--- src/rtl/mdu_pkg.sv ---
// Shared definitions for the multiply/divide unit: widths, FSM states and
// the filler values reported on quotient overflow or divide-by-zero.
package mdu_pkg;

   localparam int unsigned N     = 16;  // operand / quotient width
   localparam int unsigned CNT_W = 4;   // iteration counter width (N iterations)

   typedef logic [1:0] state_t;

   localparam state_t IDLE = 2'd0;
   localparam state_t CALC = 2'd1;
   localparam state_t DONE = 2'd2;

   localparam logic [N-1:0] OVF_QUO = 16'hFFFF;
   localparam logic [N-1:0] OVF_REM = 16'h0000;

endpackage

--- src/rtl/div_passo.sv ---
// One restoring-division iteration: shift {R,Q} left, trial-subtract the
// divisor from R and either keep the difference (quotient bit 1) or restore
// R (quotient bit 0).
module div_passo
   import mdu_pkg::*;
(
   input  logic [N:0]   r_in,
   input  logic [N-1:0] q_in,
   input  logic [N-1:0] divisor,
   output logic [N:0]   r_out,
   output logic [N-1:0] q_out
);

   logic [N+1:0] r_sh;
   logic [N+1:0] diff;

   // Trial subtraction; the extra top bit of diff is the borrow, so a clear
   // top bit means the shifted remainder was at least the divisor.
   always_comb begin
      r_sh = {r_in, q_in[N-1]};
      diff = r_sh - {2'b00, divisor};
      if (!diff[N+1]) begin
         r_out = diff[N:0];
         q_out = {q_in[N-2:0], 1'b1};
      end else begin
         r_out = r_sh[N:0];
         q_out = {q_in[N-2:0], 1'b0};
      end
   end

endmodule

--- src/rtl/divisor_sequencial.sv ---
// Sequential restoring divider: 32-bit dividend / 16-bit divisor, one
// quotient bit per clock, with start/idle/done handshake.
module divisor_sequencial
   import mdu_pkg::*;
(
   input  logic          clk,
   input  logic          rst,
   input  logic          St,
   input  logic [2*N-1:0] Dividendo,
   input  logic [N-1:0]  Divisor,
   output logic          Idle,
   output logic          Done,
   output logic [N-1:0]  Quociente,
   output logic [N-1:0]  Resto,
   output logic          Ovf
);

   state_t           state;
   logic [CNT_W-1:0] cnt;
   logic [N:0]       r_reg;
   logic [N-1:0]     q_reg;
   logic [N-1:0]     div_reg;
   logic [N:0]       r_next;
   logic [N-1:0]     q_next;

   div_passo u_passo (
      .r_in    (r_reg),
      .q_in    (q_reg),
      .divisor (div_reg),
      .r_out   (r_next),
      .q_out   (q_next)
   );

   // Status outputs decoded directly from the state register.
   assign Idle = (state == IDLE);
   assign Done = (state == DONE);

   // FSM, iteration counter, working registers and held results.
   always_ff @(posedge clk or negedge rst) begin
      if (!rst) begin
         state     <= IDLE;
         cnt       <= '0;
         r_reg     <= '0;
         q_reg     <= '0;
         div_reg   <= '0;
         Quociente <= '0;
         Resto     <= '0;
         Ovf       <= 1'b0;
      end else begin
         case (state)
            IDLE: begin
               if (St) begin
                  div_reg <= Divisor;
                  cnt     <= '0;
                  // A high half >= divisor cannot give a 16-bit quotient;
                  // this also catches divide-by-zero.
                  if (Dividendo[2*N-1:N] >= Divisor) begin
                     state     <= DONE;
                     Quociente <= OVF_QUO;
                     Resto     <= OVF_REM;
                     Ovf       <= 1'b1;
                  end else begin
                     r_reg <= {1'b0, Dividendo[2*N-1:N]};
                     q_reg <= Dividendo[N-1:0];
                     state <= CALC;
                  end
               end
            end
            CALC: begin
               r_reg <= r_next;
               q_reg <= q_next;
               cnt   <= cnt + 1'b1;
               if (cnt == '1) begin
                  state     <= DONE;
                  Quociente <= q_next;
                  Resto     <= r_next[N-1:0];
                  Ovf       <= 1'b0;
               end
            end
            DONE:    state <= IDLE;
            default: state <= IDLE;
         endcase
      end
   end

endmodule

--- config.mk ---
export PLATFORM = sky130hd
export DESIGN_NAME = divisor_sequencial
export DESIGN_NICKNAME = d
export VERILOG_FILES = /design/src/rtl/mdu_pkg.sv /design/src/rtl/div_passo.sv /design/src/rtl/divisor_sequencial.sv
export SDC_FILE = /design/constraint.sdc
export NUM_CORES = 1
export LEC_CHECK = 0
export BUFFER_PORTS_ARGS = -buffer_cell sky130_fd_sc_hd__buf_2
export CAP_MARGIN = 10
export CORE_MARGIN = 4
export CORE_UTILIZATION = 30
export DETAILED_ROUTE_END_ITERATION = 10
export GPL_TIMING_DRIVEN = 0
export HOLD_SLACK_MARGIN = 0.08
export PLACE_DENSITY_LB_ADDON = 0.2
export SLEW_MARGIN = 20
export SYNTH_ARGS = -nofsm -noshare
export SYNTH_HDL_FRONTEND = slang
export SYNTH_SLANG_ARGS = --single-unit
--- constraint.sdc ---
create_clock -name clk -period 3.4 [get_ports clk]
set_clock_uncertainty 0.05 [all_clocks]
set_input_delay 0.17 -clock clk [delete_from_list [all_inputs] [get_ports clk]]
set_output_delay 0.17 -clock clk [all_outputs]
set_load 0.01 [all_outputs]
---- After elaboration in Yosys (flattened, before gate mapping) ----
Cells that the tools add are included.
cells by class
  $add $sub $neg .......................... 2
  $lt $le $gt $ge ......................... 1
  equal/unequal tests ..................... 7
  mux-type cells .......................... 26
  reductions and logical operators ........ 7
operator list
  cell                                                  number
  two-way mux 16 bit                                    8
  case mux 16 bit (2 select lines)                      3
  two-way mux 17 bit                                    3
  case mux 17 bit (2 select lines)                      1
  subtractor 18 x 16 -> 18 bit                          1
  greater-or-equal comparator 16 bit                    1
  case mux 4 bit (2 select lines)                       1
  two-way mux 2 bit                                     3
  != test 2 bit (second input constant)                 3
  AND reduction 2 bit                                   3
  adder 4 x 1 -> 4 bit (second input constant)          1
  equality test 4 bit (second input constant)           1
  two-way mux 1 bit                                     4
  two-way mux 4 bit                                     1
  case mux 2 bit (2 select lines)                       1
  AND reduction 4 bit                                   1
  AND reduction 3 bit                                   1
  equality test 2 x 1 -> 1 bit (second input constant)  1
  equality test 2 bit (second input constant)           1
  zero test 2 bit                                       1
  != test 2 x 1 -> 1 bit (second input constant)        1
  case mux 1 bit (2 select lines)                       1
  nonzero test 2 bit                                    1
word-level totals
  flip-flop bits (word level) ............. 88
  bits of input ports ..................... 51

---- Longest topological paths before layout ----
  word-level depth ........................ 4
  depth in mapped cells ................... 11
  mapped depth without buffers ............ 11

---- Hierarchy ----
Synthesis repeated with hierarchy kept, for this count alone.
second synthesis, totals
  cell total of the unflattened synthesis .. 586
  area, all modules ....................... 5520.3 um2
modules (own cells, without submodules)
  module              times used  cells an instance  area an instance (um2)
  divisor_sequencial  1           397                4281.6
  div_passo           1           189                1238.7

---- Worst setup path before layout ----
Ideal clock, no wire load.
  path type ............................... reg2reg
  start point ............................. register r_reg[11]
  end point ............................... register r_reg[16]
  library setup time ...................... 0.126 ns
  data arrival time ....................... 2.569 ns
  path slack .............................. 0.655 ns
  stages on the path, launching flop included .. 11
  path buffers ............................ 2
  period minus slack after synthesis ...... 2.745 ns
  cell sequence ........................... dfrtp_1 > ha_1 > buf_6 > a21o_1 > o21bai_4 > a21o_1 > or4_4 > and3_4 > buf_6 > and3_1 > a221o_1
on the way
  word-level cells in the longest chain between the ends .. 3
ends and longest elaborated chain
  item                              RTL line                  source
  start, declared                   divisor_sequencial.sv:20  logic [N:0] r_reg;
  start signal, assigned            divisor_sequencial.sv:63  r_reg <= {1'b0, Dividendo[2*N-1:N]};
  start signal, assigned            divisor_sequencial.sv:70  r_reg <= r_next;
  subtractor 18 x 16 -> 18 bit      div_passo.sv:21           diff = r_sh - {2'b00, divisor};
  two-way mux 17 bit                div_passo.sv:22           if (!diff[N+1]) begin
  case mux 17 bit (2 select lines)  divisor_sequencial.sv:50  case (state)
Every way passes these cells.
A chain may end at the register's enable or synchronous reset.

---- Final worst setup path ----
  start point ............................. input Dividendo[21]
  end point ............................... register r_reg[15]
on the way
  word-level cells in the longest chain between the ends .. 3
ends and longest elaborated chain
  item                                  RTL line                  source
  start, declared                       divisor_sequencial.sv:9   input logic [2*N-1:0] Dividendo,
  greater-or-equal comparator 16 bit    divisor_sequencial.sv:57  if (Dividendo[2*N-1:N] >= Divisor) begin
  != test 2 bit (no source line)        n/a
  AND reduction 3 bit (no source line)  n/a
Every way passes these cells.

==> impl_metrics.tcl <==
set metrics [dict create \
    fin_util_pct 39.5 \
    stdcell_count 944 \
    grt.overflow.total 0 \
    cts_buffer_depth 2 \
    dieWidth_microns 138 \
    ys_ff_latch 88 \
    netlist_top_cells_area "dfrtp_1 (44%), ha_1 (8.2%), nand2_1 (7.2%)" \
    coreArea_sq_um 16600 \
    peakVddDrop_mv 0.410 \
    syn2layout_area_growth_pct 29.3 \
    ant_nets 0 \
    clock.fmax_mhz 323 \
    crit_path_start_kind "input port" \
    ys_warn_count 0 \
    holdCritPathClass "input port to register" \
    io_pins 86 \
    multi_input_area_sq_um 2560 \
    p_leak_nw 3.15 \
    fin_ws_ns 0.299 \
    r2r-start "q_reg[15]" \
    finalSetupViolCount 0 \
    relSlewSlack_pct 55.5 \
    postCtsSetupBuffers 0 \
    root_buffer "clkbuf_16" \
    rows 47 \
    gp_congestion 0.973 \
    n_antenna_cell 0 \
    grt_pass1_vias 4707 \
    synth-async-reset-ratio_pct 100 \
    grt_pass1_wl_microns 24500 \
    die_area_sq_um 19000 \
    die_h_microns 138 \
    synthDominantCellAreaShare_pct 43.5 \
    antenna_found_initial 0 \
    yosys.area.top_type "dfrtp_1" \
    crit_required_ns 3.62 \
    power_density_nw_per_um2 1130 \
    grt_usage_pct 16.9 \
    htreeDepth 3 \
    seqCellArea_sq_um 2200 \
    slew_viol_final 0 \
    hold_viol 0 \
    fin_tns_setup_ns 0 \
    placed_cell_area_sq_um 5800 \
    worst_pin_slew_ns 0.668 \
    hold_start "Dividendo[28]" \
    drtIter0Drc 230 \
    status "finished clean" \
    worstSetupStartpoint "Dividendo[21]" \
    numCtsBuffers 9 \
    synth_edf_count 0 \
    wl_microns 15600 \
    drc 0 \
    avgSynthCellArea_sq_um 8.76 \
    endpoint_kind "register" \
    start_util_pct 30.5 \
    final_area_sq_um 6550 \
    largest_reg_flops 17 \
    drv_cap 0 \
    post-route-min-period_ns 3.10 \
    dp_hpwl_microns 11700 \
    path_max_fanout 10 \
    fin_hold_ws_ns 0.0967 \
    ys.flop_type "dfrtp_1" \
    dp_cells 884 \
    vias 4716 \
    ys_seq_area_share_pct 43.5 \
    worst-setup-path-type "input port to register" \
    routedWlPerCell_microns 16.5 \
    period_share_pct 91.2 \
    dpl_worst_slack_ns 0.256 \
    cts_tree "done" \
    portBuffers 85 \
    vias_per_cell 5.00 \
    synth_fp_nets 663 \
    fillers 1727 \
    synthDistinctLibCells 56 \
    drive_gt1_share_pct 15.7 \
    clk_pin_slew_ns 0.07 \
    rsz0062_at_grt "false" \
    nets 804 \
    clock_latency_ns 0.36 \
    syn_inst 578 \
    finalPower_mw 7.42 \
    syn_area_sq_um 5060 \
    clock_sink_count 88 \
    grt_max_degree 62 \
    firstDrtPassIters 4 \
    critPathArrivalTime_ns 3.32 \
]
[layout make-up]
type | instances | area share, %
repair buffers | 130 | 13.7
flip-flops and latches | 88 | 33.6
inverters | 45 | 2.58
clock buffers | 10 | 3.50
plain buffers | 31 | 2.05
clock inverters | 6 | 1.22
well taps | 220 | 4.20
multi-input cells | 414 | 39.1
[placed cells by master, fill, tap and decap left out, types with 4 or more instances in the layout]
| cell | instances |
|---|---|
| a211oi_1 | 7 |
| a21o_1 | 9 |
| a21oi_1 | 17 |
| a31oi_1 | 22 |
| and3_1 | 5 |
| buf_2 | 85 |
| clkbuf_1 | 27 |
| clkbuf_16 | 9 |
| dfrtp_1 | 88 |
| dlygate4sd3_1 | 44 |
| ha_1 | 33 |
| inv_1 | 45 |
| mux2i_1 | 13 |
| nand2_1 | 97 |
| nand3_1 | 15 |
| nand4_1 | 5 |
| nor2_1 | 52 |
| nor3_1 | 4 |
| o211ai_1 | 9 |
| o21ai_0 | 55 |
| o221ai_1 | 4 |
| xnor2_1 | 8 |
| xor2_1 | 6 |
[path summary, 6_finish.rpt]
kind,end,slack [ns],cells after the start
setup / recovery,r_reg[15],0.30,11
hold / removal,r_reg[12],0.1,3
setup reg to reg,r_reg[16],0.35,11
hold reg to reg,Quociente[4],0.42,2
max in group asynchronous,div_reg[10],2.49,3
min in group asynchronous,Quociente[13],0.20,2
[power by group]
| group | switching [mW] | total [mW] | internal, mW | leakage (nW) |
|---|---|---|---|---|
| Combinational | 2.65 | 4.47 | 1.82 | 1.93 |
| Sequential | 0.320 | 1.91 | 1.59 | 1.07 |
| Clock | 0.459 | 1.04 | 0.581 | 0.146 |
[per-layer routing]
metal / track usage [%] / share of wire, % / routed length [microns] / vias up
met4: 6.81 / 2.6 / 412 / 0
met2: 27.5 / 46 / 7130 / 138
met5: 0 / 0 / 0 / -
li1: - / - / - / 2298
met1: 22.2 / 46 / 7120 / 2256
met3: 3.41 / 6.0 / 931 / 24
[logic make-up after synthesis]
kind of cell,after synthesis,share of synthesized area (%)
adder cells (fa/ha/maj),34,8.55
XOR/XNOR,14,2.42
flip-flops,88,43.5
multiplexers,16,3.24
buffers and inverters,76,5.96
AO/OA/AOI/OAI,155,19.8
AND/OR/NAND/NOR,195,16.6
[repair_timing]
item	4_1_cts	5_1_grt
resized for setup	0	2
hold buffers	44	0
endpoints found under the hold margin	131	0
endpoints found under the setup margin	0	10
[Yosys cell counts (all sizes together) (2+ instances only)]
master  number
nand3b       2
o22ai        2
o221ai       4
nor2        52
nand2b       3
clkbuf      27
a22o         2
nand4        5
a221oi       2
mux2i       13
nand2       97
o211ai       9
xor2         6
and3         6
or3          3
nor2b        3
a21o         9
buf          4
xnor2        8
nand3       15
o21a         2
o31ai        2
a211oi       7
a221o        3
inv         45
a21oi       17
a31oi       22
a211o        2
dfrtp       88
o21ai       58
nor3         4
o21bai       4
mux2         3
ha          33
[worst max-delay path, stage by stage]
cell and delay [ns]:
dlygate4sd3_1 0.54, buf_2 0.14, ha_1 0.29, o211ai_1 0.08, o21ai_0 0.38, o21ai_0 0.16
o22ai_1 0.47, o21a_1 0.28, clkbuf_1 0.50, nor3_1 0.09, a211oi_1 0.22
No activity file was read; power rests on OpenSTA's default activity.
